**src/rtl/tinyalu_arb_pkg.sv**
```systemverilog
// rtl/tinyalu_arb_pkg.sv - opcodes, FSM encoding and default latencies for the tinyalu arbiter
package tinyalu_arb_pkg;

    localparam logic [2:0] OP_NOP = 3'd0;
    localparam logic [2:0] OP_ADD = 3'd1;
    localparam logic [2:0] OP_AND = 3'd2;
    localparam logic [2:0] OP_XOR = 3'd3;
    localparam logic [2:0] OP_MUL = 3'd4;

    localparam int LAT_SINGLE_DEF = 1;
    localparam int LAT_MUL_DEF    = 3;

    typedef enum logic [1:0] {
        IDLE = 2'd0,
        EXEC = 2'd1,
        RESP = 2'd2
    } arb_state_t;

    function automatic logic op_uses_alu(input logic [2:0] op);
        return (op >= OP_ADD) && (op <= OP_MUL);
    endfunction

endpackage

```
**src/rtl/tinyalu_rr_arb.sv**
```systemverilog
// rtl/tinyalu_rr_arb.sv - combinational round-robin grant searching upward from rr_ptr
module tinyalu_rr_arb #(
    parameter int NUM_REQ = 4,
    localparam int PW = $clog2(NUM_REQ)
) (
    input  logic [NUM_REQ-1:0] req_valid,
    input  logic [PW-1:0]      rr_ptr,
    output logic               grant_any,
    output logic [PW-1:0]      grant_idx
);

    // Scanning from the far end down lets the nearest candidate win the last write.
    always_comb begin
        grant_any = 1'b0;
        grant_idx = '0;
        for (int k = NUM_REQ - 1; k >= 0; k--) begin
            if (req_valid[(int'(rr_ptr) + k) % NUM_REQ]) begin
                grant_any = 1'b1;
                grant_idx = PW'((int'(rr_ptr) + k) % NUM_REQ);
            end
        end
    end

endmodule

```
**src/rtl/tinyalu_arbiter.sv**
```systemverilog
// rtl/tinyalu_arbiter.sv - round-robin sharing of one tinyalu; TINYALU_ARB_DONE_CHECK_EN flags missing alu_done
module tinyalu_arbiter
    import tinyalu_arb_pkg::*;
#(
    parameter int NUM_REQ    = 4,
    parameter int LAT_SINGLE = LAT_SINGLE_DEF,
    parameter int LAT_MUL    = LAT_MUL_DEF
) (
    input  logic                 clk,
    input  logic                 reset_n,
    input  logic [NUM_REQ-1:0]   req_valid,
    output logic [NUM_REQ-1:0]   req_ready,
    input  logic [8*NUM_REQ-1:0] req_a,
    input  logic [8*NUM_REQ-1:0] req_b,
    input  logic [3*NUM_REQ-1:0] req_op,
    output logic [NUM_REQ-1:0]   rsp_valid,
    output logic [15:0]          rsp_result,
    output logic                 rsp_err,
    output logic [7:0]           alu_a,
    output logic [7:0]           alu_b,
    output logic [2:0]           alu_op,
    output logic                 alu_start,
    input  logic                 alu_done,
    input  logic [15:0]          alu_result,
    output logic                 busy
);

    localparam int PW = $clog2(NUM_REQ);
    localparam int CW = $clog2(LAT_MUL + 2);

    arb_state_t    state, next_state;
    logic [PW-1:0] rr_ptr, gnt_q, grant_idx;
    logic          grant_any;
    logic [7:0]    a_q, b_q;
    logic [2:0]    op_q;
    logic [CW-1:0] cnt, lat;
    logic [15:0]   res_q;
    logic          err_q;
    logic          uses_alu, exec_last, done_err;

    tinyalu_rr_arb #(.NUM_REQ(NUM_REQ)) u_rr_arb (
        .req_valid (req_valid),
        .rr_ptr    (rr_ptr),
        .grant_any (grant_any),
        .grant_idx (grant_idx)
    );

    // No-op/illegal ops take a zero-length EXEC pass with the ALU untouched,
    // which gives them their two-cycle accept-to-response latency.
    assign uses_alu  = op_uses_alu(op_q);
    assign lat       = (op_q == OP_MUL) ? CW'(LAT_MUL) : (uses_alu ? CW'(LAT_SINGLE) : '0);
    assign exec_last = (cnt == lat);

`ifdef TINYALU_ARB_DONE_CHECK_EN
    assign done_err = uses_alu && !alu_done;
`else
    logic unused_alu_done;
    assign unused_alu_done = alu_done;
    assign done_err        = 1'b0;
`endif

    always_ff @(posedge clk) begin
        if (!reset_n) state <= IDLE;
        else          state <= next_state;
    end

    always_comb begin
        next_state = state;
        case (state)
            IDLE:    if (grant_any) next_state = EXEC;
            EXEC:    if (exec_last) next_state = RESP;
            RESP:    next_state = IDLE;
            default: next_state = IDLE;
        endcase
    end

    always_ff @(posedge clk) begin
        if (!reset_n) begin
            rr_ptr <= '0;
            gnt_q  <= '0;
            a_q    <= '0;
            b_q    <= '0;
            op_q   <= '0;
            cnt    <= '0;
            res_q  <= '0;
            err_q  <= 1'b0;
        end else begin
            case (state)
                IDLE: if (grant_any) begin
                    gnt_q <= grant_idx;
                    a_q   <= req_a[{grant_idx, 3'b000} +: 8];
                    b_q   <= req_b[int'(grant_idx) * 3 * 8 / 3 +: 8];
                    op_q  <= req_op[int'(grant_idx) * 3 +: 3];
                    cnt   <= '0;
                end
                EXEC: begin
                    cnt <= cnt + CW'(1);
                    if (exec_last) begin
                        res_q <= uses_alu ? alu_result : 16'h0000;
                        err_q <= (op_q > OP_MUL) || done_err;
                    end
                end
                RESP: rr_ptr <= (int'(gnt_q) == NUM_REQ - 1) ? '0 : gnt_q + PW'(1);
                default: ;
            endcase
        end
    end

    always_comb begin
        req_ready  = '0;
        rsp_valid  = '0;
        rsp_result = 16'h0000;
        rsp_err    = 1'b0;
        alu_a      = 8'h00;
        alu_b      = 8'h00;
        alu_op     = 3'd0;
        alu_start  = 1'b0;
        case (state)
            IDLE: if (grant_any) req_ready[grant_idx] = 1'b1;
            EXEC: if (uses_alu) begin
                alu_a     = a_q;
                alu_b     = b_q;
                alu_op    = op_q;
                alu_start = (cnt < lat);
            end
            RESP: begin
                if (uses_alu) begin
                    alu_a  = a_q;
                    alu_b  = b_q;
                    alu_op = op_q;
                end
                rsp_valid[gnt_q] = 1'b1;
                rsp_result       = res_q;
                rsp_err          = err_q;
            end
            default: ;
        endcase
    end

    assign busy = (state != IDLE);

endmodule
```
**config.mk**
```make
export PLATFORM = sky130hd
export DESIGN_NAME = tinyalu_arbiter
export DESIGN_NICKNAME = d
export VERILOG_FILES = /design/src/rtl/tinyalu_arb_pkg.sv /design/src/rtl/tinyalu_rr_arb.sv /design/src/rtl/tinyalu_arbiter.sv
export SDC_FILE = /design/constraint.sdc
export NUM_CORES = 1
export LEC_CHECK = 0
export ABC_AREA = 1
export ABC_CLOCK_PERIOD_IN_PS = 9380
export CORE_ASPECT_RATIO = 0.8
export CORE_MARGIN = 2
export CORE_UTILIZATION = 53
export CTS_BUF_LIST = sky130_fd_sc_hd__clkbuf_4
export DETAILED_ROUTE_END_ITERATION = 8
export PLACE_DENSITY = 0.95
export SLEW_MARGIN = 20
export SYNTH_ARGS = -nofsm -noshare
export SYNTH_HDL_FRONTEND = slang
export SYNTH_SLANG_ARGS = --single-unit
```
**constraint.sdc**
```tcl
create_clock -name clk -period 9.38 [get_ports clk]
set_input_delay 1.407 -clock clk [delete_from_list [all_inputs] [get_ports clk]]
set_output_delay 1.407 -clock clk [all_outputs]
set_load 0.05 [all_outputs]
```
; Word-level counts from Yosys, hierarchy flattened
; Cells that the tools add are included.
[classes]
n_reduce_logical = 14
order_cmp = 12
n_bitwise = 3
add_sub_neg = 5
mul = 1
n_div = 1
n_shift = 3
n_mux = 45
eq_ne = 7
[op_table]
columns = op, count
row1 = 32-bit by 3-bit divider with 32-bit output (second input constant), 1
row2 = 16-bit two-way mux, 2
row3 = 8-bit two-way mux, 4
row4 = 32-bit by 32-bit variable part select with 8-bit output, 1
row5 = 32-bit by 6-bit variable part select with 8-bit output, 1
row6 = 1-bit two-way mux, 17
row7 = 2-bit two-way mux, 8
row8 = 3-bit by 4-bit < comparator with 1-bit output (second input constant), 3
row9 = 4-bit two-way mux, 3
row10 = 12-bit by 5-bit variable part select with 3-bit output, 1
row11 = 2-bit by 3-bit < comparator with 1-bit output (second input constant), 3
row12 = 3-bit two-way mux, 3
row13 = 1-bit binary-select mux with 2-bit select, 4
row14 = 2-bit AND reduction, 4
row15 = 2-bit OR reduction, 4
row16 = 3-bit case mux with 2 select lines, 1
row17 = 2-bit by 1-bit adder with 2-bit output (second input constant), 2
row18 = 2-bit adder (second input constant), 2
row19 = 1-bit demux with 2-bit select, 2
row20 = 2-bit by 1-bit == test with 1-bit output (second input constant), 2
row21 = 2-bit by 1-bit >= comparator with 1-bit output (second input constant), 2
row22 = 2-bit by 2-bit multiplier with 4-bit output (second input constant), 1
row23 = 2-bit inequality test (second input constant), 2
row24 = 2-bit case mux with 2 select lines, 1
row25 = other kinds (12), 17
[totals]
input_bits = 99
wordCells = 100
reg_bits = 45
output_inout_bits = 46

; Logic depth before layout (Yosys ltp)
; Gate-level depths: netlist (run 1).
[depth]
word_depth = 16
ltp_mapped = 43
ltp_nobuf = 39

; Hierarchy
; From an unflattened synthesis (run 1), not the netlist that was laid out.
[hier_totals]
cells_unflattened = 848
hier_area_um2 = 4729.5
[modules_own_cells]
columns = mod, area_each_um2, cells_per_inst, n_inst
row1 = tinyalu_arbiter, 4516.8, 802, 1
row2 = tinyalu_rr_arb, 212.7, 46, 1

; Least setup slack after synthesis (run 1)
; No wires, ideal clock.
[synth_path]
path_kind = input-to-reg
from = input port req_valid[0]
to = register b_q[3]
setup_ns = 0.120
t_arrival_ns = 5.333
required_time_ns = 9.260
stages = 35
path_slack_ns = 3.928
cell_sequence = inv_1 -> nand2_1 -> nand2_1 -> nand2_1 -> nand2_1 -> o21ai_2 -> nand2_2 -> buf_2 -> buf_2 -> ha_1 -> nand3_1 -> nand2_2 -> ha_1 -> inv_1 -> nand4_2 -> buf_6 -> nand2_1 -> o21ai_2 -> ha_1 -> nand4_4 -> inv_2 -> nand2_1 -> nand2_2 -> ha_1 -> nand3_1 -> nand2_1 -> nand2_2 -> buf_2 -> nand4_1 -> nand3_1 -> nand3_1 -> a21oi_1 -> nand2_1 -> nand3_1 -> a21oi_1
[synth_between]
elab_chain_len = 10
word_cells_on_any_way = 23
cone_classes = 1 x mul / 1 x div / 1 x shift / 19 x mux / 1 x reduce/logical
[synth_lines]
columns = element, line
row1 = "start, declared", tinyalu_arbiter.sv:11  ; input logic [NUM_REQ-1:0] req_valid,
row2 = 1-bit binary-select mux with 2-bit select, tinyalu_rr_arb.sv:17  ; if (req_valid[(int'(rr_ptr) + k) % NUM_REQ]) begin
row3 = 1-bit two-way mux (implied by the code) (2 in a row), tinyalu_rr_arb.sv:17
row4 = 2-bit two-way mux (3 in a row), tinyalu_rr_arb.sv:17
row5 = 2-bit two-way mux *, tinyalu_rr_arb.sv:17
row6 = via grant_idx[1], tinyalu_arbiter.sv:32  ; logic [PW-1:0] rr_ptr, gnt_q, grant_idx;
row7 = 2-bit by 2-bit multiplier with 4-bit output *, tinyalu_arbiter.sv:92  ; b_q <= req_b[int'(grant_idx) * 3 * 8 / 3 +: 8];
row8 = 32-bit by 3-bit divider with 32-bit output *, tinyalu_arbiter.sv:92
row9 = 32-bit by 32-bit variable part select with 8-bit output *, tinyalu_arbiter.sv:92
row10 = "end signal, assigned", tinyalu_arbiter.sv:92
row11 = "end, declared", tinyalu_arbiter.sv:34  ; logic [7:0] a_q, b_q;
; The timed path passes the listed nets; every way through them passes the cells marked *. The select of a mux whose other input is x is not followed.
; A chain may end at the register's enable or synchronous reset.

; Worst setup path after layout (run 1)
[layout_path]
from = input port req_valid[0]
to = register b_q[0]
[layout_between]
elab_chain_len = 10
word_cells_on_any_way = 23
cone_classes = 1 x mul / 1 x div / 1 x shift / 19 x mux / 1 x reduce/logical
[layout_lines]
columns = element, line
row1 = 1-bit binary-select mux with 2-bit select, tinyalu_rr_arb.sv:17
row2 = 1-bit two-way mux (implied by the code) (2 in a row), tinyalu_rr_arb.sv:17
row3 = 2-bit two-way mux (4 in a row), tinyalu_rr_arb.sv:17
row4 = 2-bit by 2-bit multiplier with 4-bit output, tinyalu_arbiter.sv:92
row5 = 32-bit by 3-bit divider with 32-bit output, tinyalu_arbiter.sv:92
row6 = 32-bit by 32-bit variable part select with 8-bit output, tinyalu_arbiter.sv:92
; Parallel ways exist; a longest one is shown, timed or not. The select of a mux whose other input is x is not followed.

==> results.py, run 1 <==
metrics = {
    "global_route": {
        "antenna_found_initial": 0,
        "overflow": 0,
        "grt_use_total": 0.2818,
        "grt_max_degree": 39,
        "grt_pass1_vias": 4908,
        "grt_pass1_wl_um": 22140,
    },
    "critical_path": {
        "cpMostUsedCell": "nand2_1",
        "cp.required_ns": 9.61,
        "max_stage_delay_ns": 0.52,
        "slowest_stage": "ha_1",
        "end_kind": "flip-flop",
        "reg2reg_slack_ns": 2.61,
        "worstSetupStartpointType": "input port",
        "r2r_cells": 33,
        "cp_max_fo": 33,
        "cp.arrival_ns": 7.88,
        "critPathBufInv": 7,
        "crit_type": "in -> reg",
        "worst-path-stages": 34,
        "r2r_start": "rr_ptr[0]",
        "reg2reg_to": "b_q[0]",
        "crit_family": "simple AND/OR/NAND/NOR gates",
    },
    "detailed_routing": {
        "dr.pass1.iters": 6,
        "viasPerCell": 5.651,
        "drt-total-wl_um": 14040,
        "final_antenna_net_count": 0,
        "drc": 0,
        "vias": 5821,
        "avgRoutedWirePerCell_um": 13.63,
        "initialDrtViolationCount": 592,
    },
    "layout": {
        "multi_input_area_sq_mm": 0.003039,
        "mostFrequentLayoutCells": "205 x nand2_1, 151 x nand3_1, 143 x clkdlybuf4s50_1, 100 x inv_1, 49 x a21oi_1",
        "nets": 1035,
        "post-route-util": 0.7150,
        "fill_cells": 715,
        "area_growth_pct": 30.85,
        "diodes": 0,
        "final_layout_size_suffix_gt1_frac": 0.05338,
        "seq_area_sq_um": 900.9,
        "layout_commonest_cell": "nand2_1",
    },
    "job": {
        "cap_viol_max_count": 0,
    },
    "sta": {
        "drv_slew": 0,
        "rsz0062_at_grt": "false",
        "timing.slew.headroom": 0.3059,
        "tightest_slew_ns": 1.037,
        "setup_violations": 0,
        "fmax_ghz": 0.1306,
        "tns_ns": 0,
        "clock_skew_ns": 0.01081,
        "fin_crit_sh": 0.8161,
        "fin_crit_ns": 7.655,
        "finalWorstSetupSlack_ns": 1.725,
        "hold_violations": 0,
    },
    "yosys": {
        "synth_cell_types": 38,
        "yosys_most_used_dff": "dfxtp_1",
        "yosysWarnings": 0,
        "synth_cells": 810,
        "avgSynthCellArea_sq_um": 5.723,
        "yosys_register_bits": 45,
        "synth-seq-area-share": 0.1943,
        "netlist_area_sq_mm": 0.004636,
        "async_flop_share": 0,
        "synth.net_count": 928,
        "synth_enable_flop_cells": 0,
    },
    "clock_network": {
        "post_cts_buffers": 0,
        "cts_resized": 0,
        "holdBufCountCts": 0,
        "clkLatencyLatePin_ns": 0.35,
        "clkSinkCount": 45,
        "clockRootBuffer": "clkbuf_4",
        "cts_buffer_depth": 2,
        "cts_made_buffers": 5,
        "cts_tree": "yes",
        "htree_levels": 2,
        "path_clk_slew_ns": 0.13,
    },
    "placement": {
        "port_buffers": 143,
        "dpl.hpwl_um": 10200,
        "dp_slack_ns": 1.544,
        "place_congestion": 0.8934,
    },
    "floorplan": {
        "pin_count": 145,
        "fp.dieArea_sq_mm": 0.009515,
        "die_h_um": 87.65,
        "die_w_um": 108.6,
        "row_count": 30,
        "initial_core_util": 0.5465,
        "coreArea_sq_mm": 0.008483,
    },
    "outcome": {
        "status": "finished, final reports clean",
    },
    "worst_hold_path": {
        "whs_path_depth": 2,
        "min_to": "b_q[7]",
        "hold_start": "b_q[7]",
        "min_path_type": "reg -> reg",
    },
}
[worst max-delay path by stage]
stage / startpoint / endpoint / slack (ns)
6_report: req_valid[0] / b_q[0] / 1.72
5_1_grt: req_valid[1] / b_q[3] / 1.19
4_1_cts: req_valid[1] / b_q[0] / 1.92
3_5_place_dp: req_valid[1] / b_q[0] / 1.54
3_3_place_gp: req_valid[1] / b_q[0] / 1.64
2_1_floorplan: req_valid[0] / b_q[3] / 3.93
[cells by family (layout without fill, tap and decap cells)]
group / Yosys count / after routing / share of synthesized area
adder cells (fa/ha/maj): 19 / 19 / 0.05128
XOR/XNOR: 2 / 2 / 0.005399
AO/OA/AOI/OAI: 108 / 108 / 0.1242
flip-flops: 45 / 45 / 0.1943
AND/OR/NAND/NOR: 475 / 475 / 0.4748
buffers and inverters: 161 / 269 / 0.1501
[area by class of cell]
cell class / count / share of cell area
clock inverters: 2 / 0.005569
flip-flops and latches: 45 / 0.1485
multi-input cells: 604 / 0.5010
clock buffers: 6 / 0.007426
repair buffers: 150 / 0.2446
inverters: 111 / 0.06972
well taps: 112 / 0.02310
[stage by stage]
step	area (sq um)	std cells	hold WS [ns]
after global routing	6066	1030	0.4966
after floorplan	4636	810	0.4439
after CTS	6066	1030	0.4758
after global placement	5987	1022	0.4520
final	6066	1030	0.4754
after detailed placement	5987	1022	0.4566
[metal layers]
metal	up-vias	track usage	wire [um]
li1	2877	-	-
met1	2594	0.3911	5904
met2	318	0.4648	6459
met3	32	0.04390	1367
met4	0	0.05944	310
met5	-	0	0
[worst min-delay path, delay by kind of cell (launching register included)]
family / cells / cell delay, ns
compound gates: 1 / 0.05
flops: 1 / 0.33
simple gates: 1 / 0.06
[sequential cells by signal, indices dropped and copies added, names as in the netlist]
name,flops
res_q,16
a_q,8
b_q,8
cnt,3
op_q,3
gnt_q,2
rr_ptr,2
state,2
err_q,1
[Yosys cell counts, types with 2 or more instances]
cell type  count  area (sq um)
buf_6          3         33.78
dfxtp_1       45         900.9
ha_1          19         237.7
nor2_1        46         172.7
nor2_2         3         18.77
o21ai_2        2         17.52
inv_2          5         18.77
nand2_4        2         22.52
nand2_1      205         769.5
nand3_1      151         755.7
o22ai_1       11         68.82
nand4_1       36         225.2
o21ai_0       40         200.2
buf_4         10         75.07
nor3_1        10         50.05
inv_1        100         375.4
nand3_2        4         40.04
clkbuf_1      16         60.06
buf_2         20         100.1
inv_4          2         12.51
o21ai_1        2         10.01
a21oi_1       49         245.2
nand2_2       12         75.07
clkinv_1       3         11.26
Power of run 1 is not shown: default switching activity piles up to over one toggle a cycle in this logic, so the estimate is an artifact.
==> run 2, diff against run 1 <==
Settings changed: ABC_CLOCK_PERIOD_IN_PS 9380 to 7500, CORE_UTILIZATION 53 to 49, PLACE_DENSITY 0.95 to 0.92.
Clock period 9.38 ns to 7.5 ns, I/O delays scaled along.
==> run 2 against run 1 <==
Global-route usage fell by 1.5 points. First-iteration DRC count fell by 1.2%. Worst setup slack got worse by 0.64 ns. Via count fell by 0.29%. Hold slack improved by 0.00076 ns. Non-clock buffer count rose by 4. Register-to-register slack got worse by 0.86 ns. Cell count rose by 0.58%. Largest cell class unchanged. Critical endpoint is now b_q[2]. Wire length rose by 1.5%. Clock skew fell by 0.0036 ns.
==> results.py, run 2 (same netlist as run 1, synthesis figures left out) <==
metrics = {
    "outcome": {
        "status": "finished, final reports clean",
    },
    "floorplan": {
        "die_h_um": 91.00,
        "initial_core_util": 0.5086,
        "die_w_um": 112.7,
        "pin_count": 145,
        "coreArea_sq_mm": 0.009115,
        "fp.dieArea_sq_mm": 0.01026,
        "row_count": 31,
    },
    "sta": {
        "fin_crit_ns": 6.414,
        "setup_violations": 0,
        "fin_crit_sh": 0.8551,
        "tns_ns": 0,
        "fmax_ghz": 0.1559,
        "hold_violations": 0,
        "rsz0062_at_grt": "false",
        "tightest_slew_ns": 0.8420,
        "drv_slew": 0,
        "timing.slew.headroom": 0.4387,
        "clock_skew_ns": 0.007157,
        "hold_ws_ns": 0.4761,
    },
    "clock_network": {
        "cts_buffer_depth": 2,
        "clkLatencyLatePin_ns": 0.35,
        "htree_levels": 2,
        "cts_resized": 0,
        "post_cts_buffers": 0,
        "path_clk_slew_ns": 0.12,
        "clockRootBuffer": "clkbuf_4",
        "cts_tree": "yes",
        "holdBufCountCts": 0,
        "cts_made_buffers": 5,
        "clkSinkCount": 45,
    },
    "global_route": {
        "antenna_found_initial": 0,
        "grt_pass1_vias": 5146,
        "grt_max_degree": 39,
        "grt_pass1_wl_um": 23320,
        "grt_use_total": 0.2663,
        "overflow": 0,
    },
    "critical_path": {
        "cp.arrival_ns": 6.70,
        "slowest_stage": "clkdlybuf4s50_1",
        "reg2reg_slack_ns": 1.75,
        "cpMostUsedCell": "nand2_1",
        "r2r_start": "rr_ptr[0]",
        "end_kind": "flip-flop",
        "worstSetupStartpointType": "input port",
        "crit_type": "in -> reg",
        "reg2reg_to": "b_q[2]",
        "cp.required_ns": 7.79,
        "startpoint": "req_valid[2]",
        "cp_max_fo": 33,
        "max_stage_delay_ns": 0.49,
        "r2r_cells": 37,
    },
    "detailed_routing": {
        "drc": 0,
        "final_antenna_net_count": 0,
        "viasPerCell": 5.602,
        "drt-total-wl_um": 14250,
        "avgRoutedWirePerCell_um": 13.75,
        "dr.pass1.iters": 6,
        "initialDrtViolationCount": 585,
        "vias": 5804,
    },
    "worst_hold_path": {
        "min_to": "b_q[0]",
        "whs_path_depth": 2,
        "min_path_type": "reg -> reg",
        "hold_start": "b_q[0]",
    },
    "layout": {
        "largest_register": "res_q",
        "reg.largest.list": "res_q (16), a_q (8), b_q (8)",
        "fill_cells": 841,
        "multi_input_area_sq_mm": 0.003042,
        "area_growth_pct": 31.50,
        "largest_register_ffs": 16,
        "mostFrequentLayoutCells": "205 x nand2_1, 151 x nand3_1, 143 x clkdlybuf4s50_1, 100 x inv_1, 49 x a21oi_1",
        "final_layout_size_suffix_gt1_frac": 0.05863,
        "seq_area_sq_um": 900.9,
        "nets": 1039,
        "layout_commonest_cell": "nand2_1",
        "diodes": 0,
    },
    "placement": {
        "place_congestion": 0.9284,
        "dpl.hpwl_um": 10570,
        "port_buffers": 143,
    },
    "job": {
        "cap_viol_max_count": 0,
    },
}
==> run 2: cell types whose count changed in the layout (fill, tap and decap cells not counted) <==
cell | previous run | this run
clkbuf_4 | 6 | 5
clkinv_2 | 1 | 2
buf_4 | 7 | 11
nor2_2 | 3 | 4
clkinv_1 | 4 | 3
nor2_1 | 46 | 45
==> run 2: worst max-delay path by stage <==
stage,end,cells after the start
2_1_floorplan,b_q[3],35
3_3_place_gp,b_q[0],35
3_5_place_dp,b_q[0],37
4_1_cts,b_q[0],38
5_1_grt,b_q[7],36
6_report,b_q[2],38
==> run 2: final cells by class <==
type / count / area share
Clock buffer: 5 / 0.006158
Clock inverter: 2 / 0.005747
Inverter: 111 / 0.06938
Multi-Input combinational cell: 604 / 0.4990
Sequential cell: 45 / 0.1478
Tap cell: 115 / 0.02360
Timing Repair Buffer: 154 / 0.2484
==> run 2: per-layer routing <==
metal / share of wire / routed length [um] / GRT usage / up-vias
li1: - / - / - / 2891
met1: 0.43 / 6142 / 0.3592 / 2599
met2: 0.46 / 6526 / 0.4471 / 289
met3: 0.091 / 1292 / 0.04539 / 25
met4: 0.020 / 283 / 0.05589 / 0
met5: 0 / 0 / 0 / -
==> run 2: per-stage QoR <==
step                  util  instance area (sq um)  setup slack [ns]  cells
global placement    0.6605                   6021            0.9092   1029
global route        0.6688                   6096            0.5626   1036
CTS                 0.6685                   6093             1.176   1036
floorplan                -                   4636             2.330    810
finish              0.6688                   6096             1.086   1036
detailed placement  0.6605                   6021            0.8070   1029
==> run 2: worst max-delay path, delay by kind of cell <==
kind / cells / cell delay (ns)
buf+inv: 6 / 1.05
simple gates: 26 / 2.94
compound gates: 2 / 0.48
fa+ha+maj: 4 / 1.08
Power of run 2 is left out for the same reason.
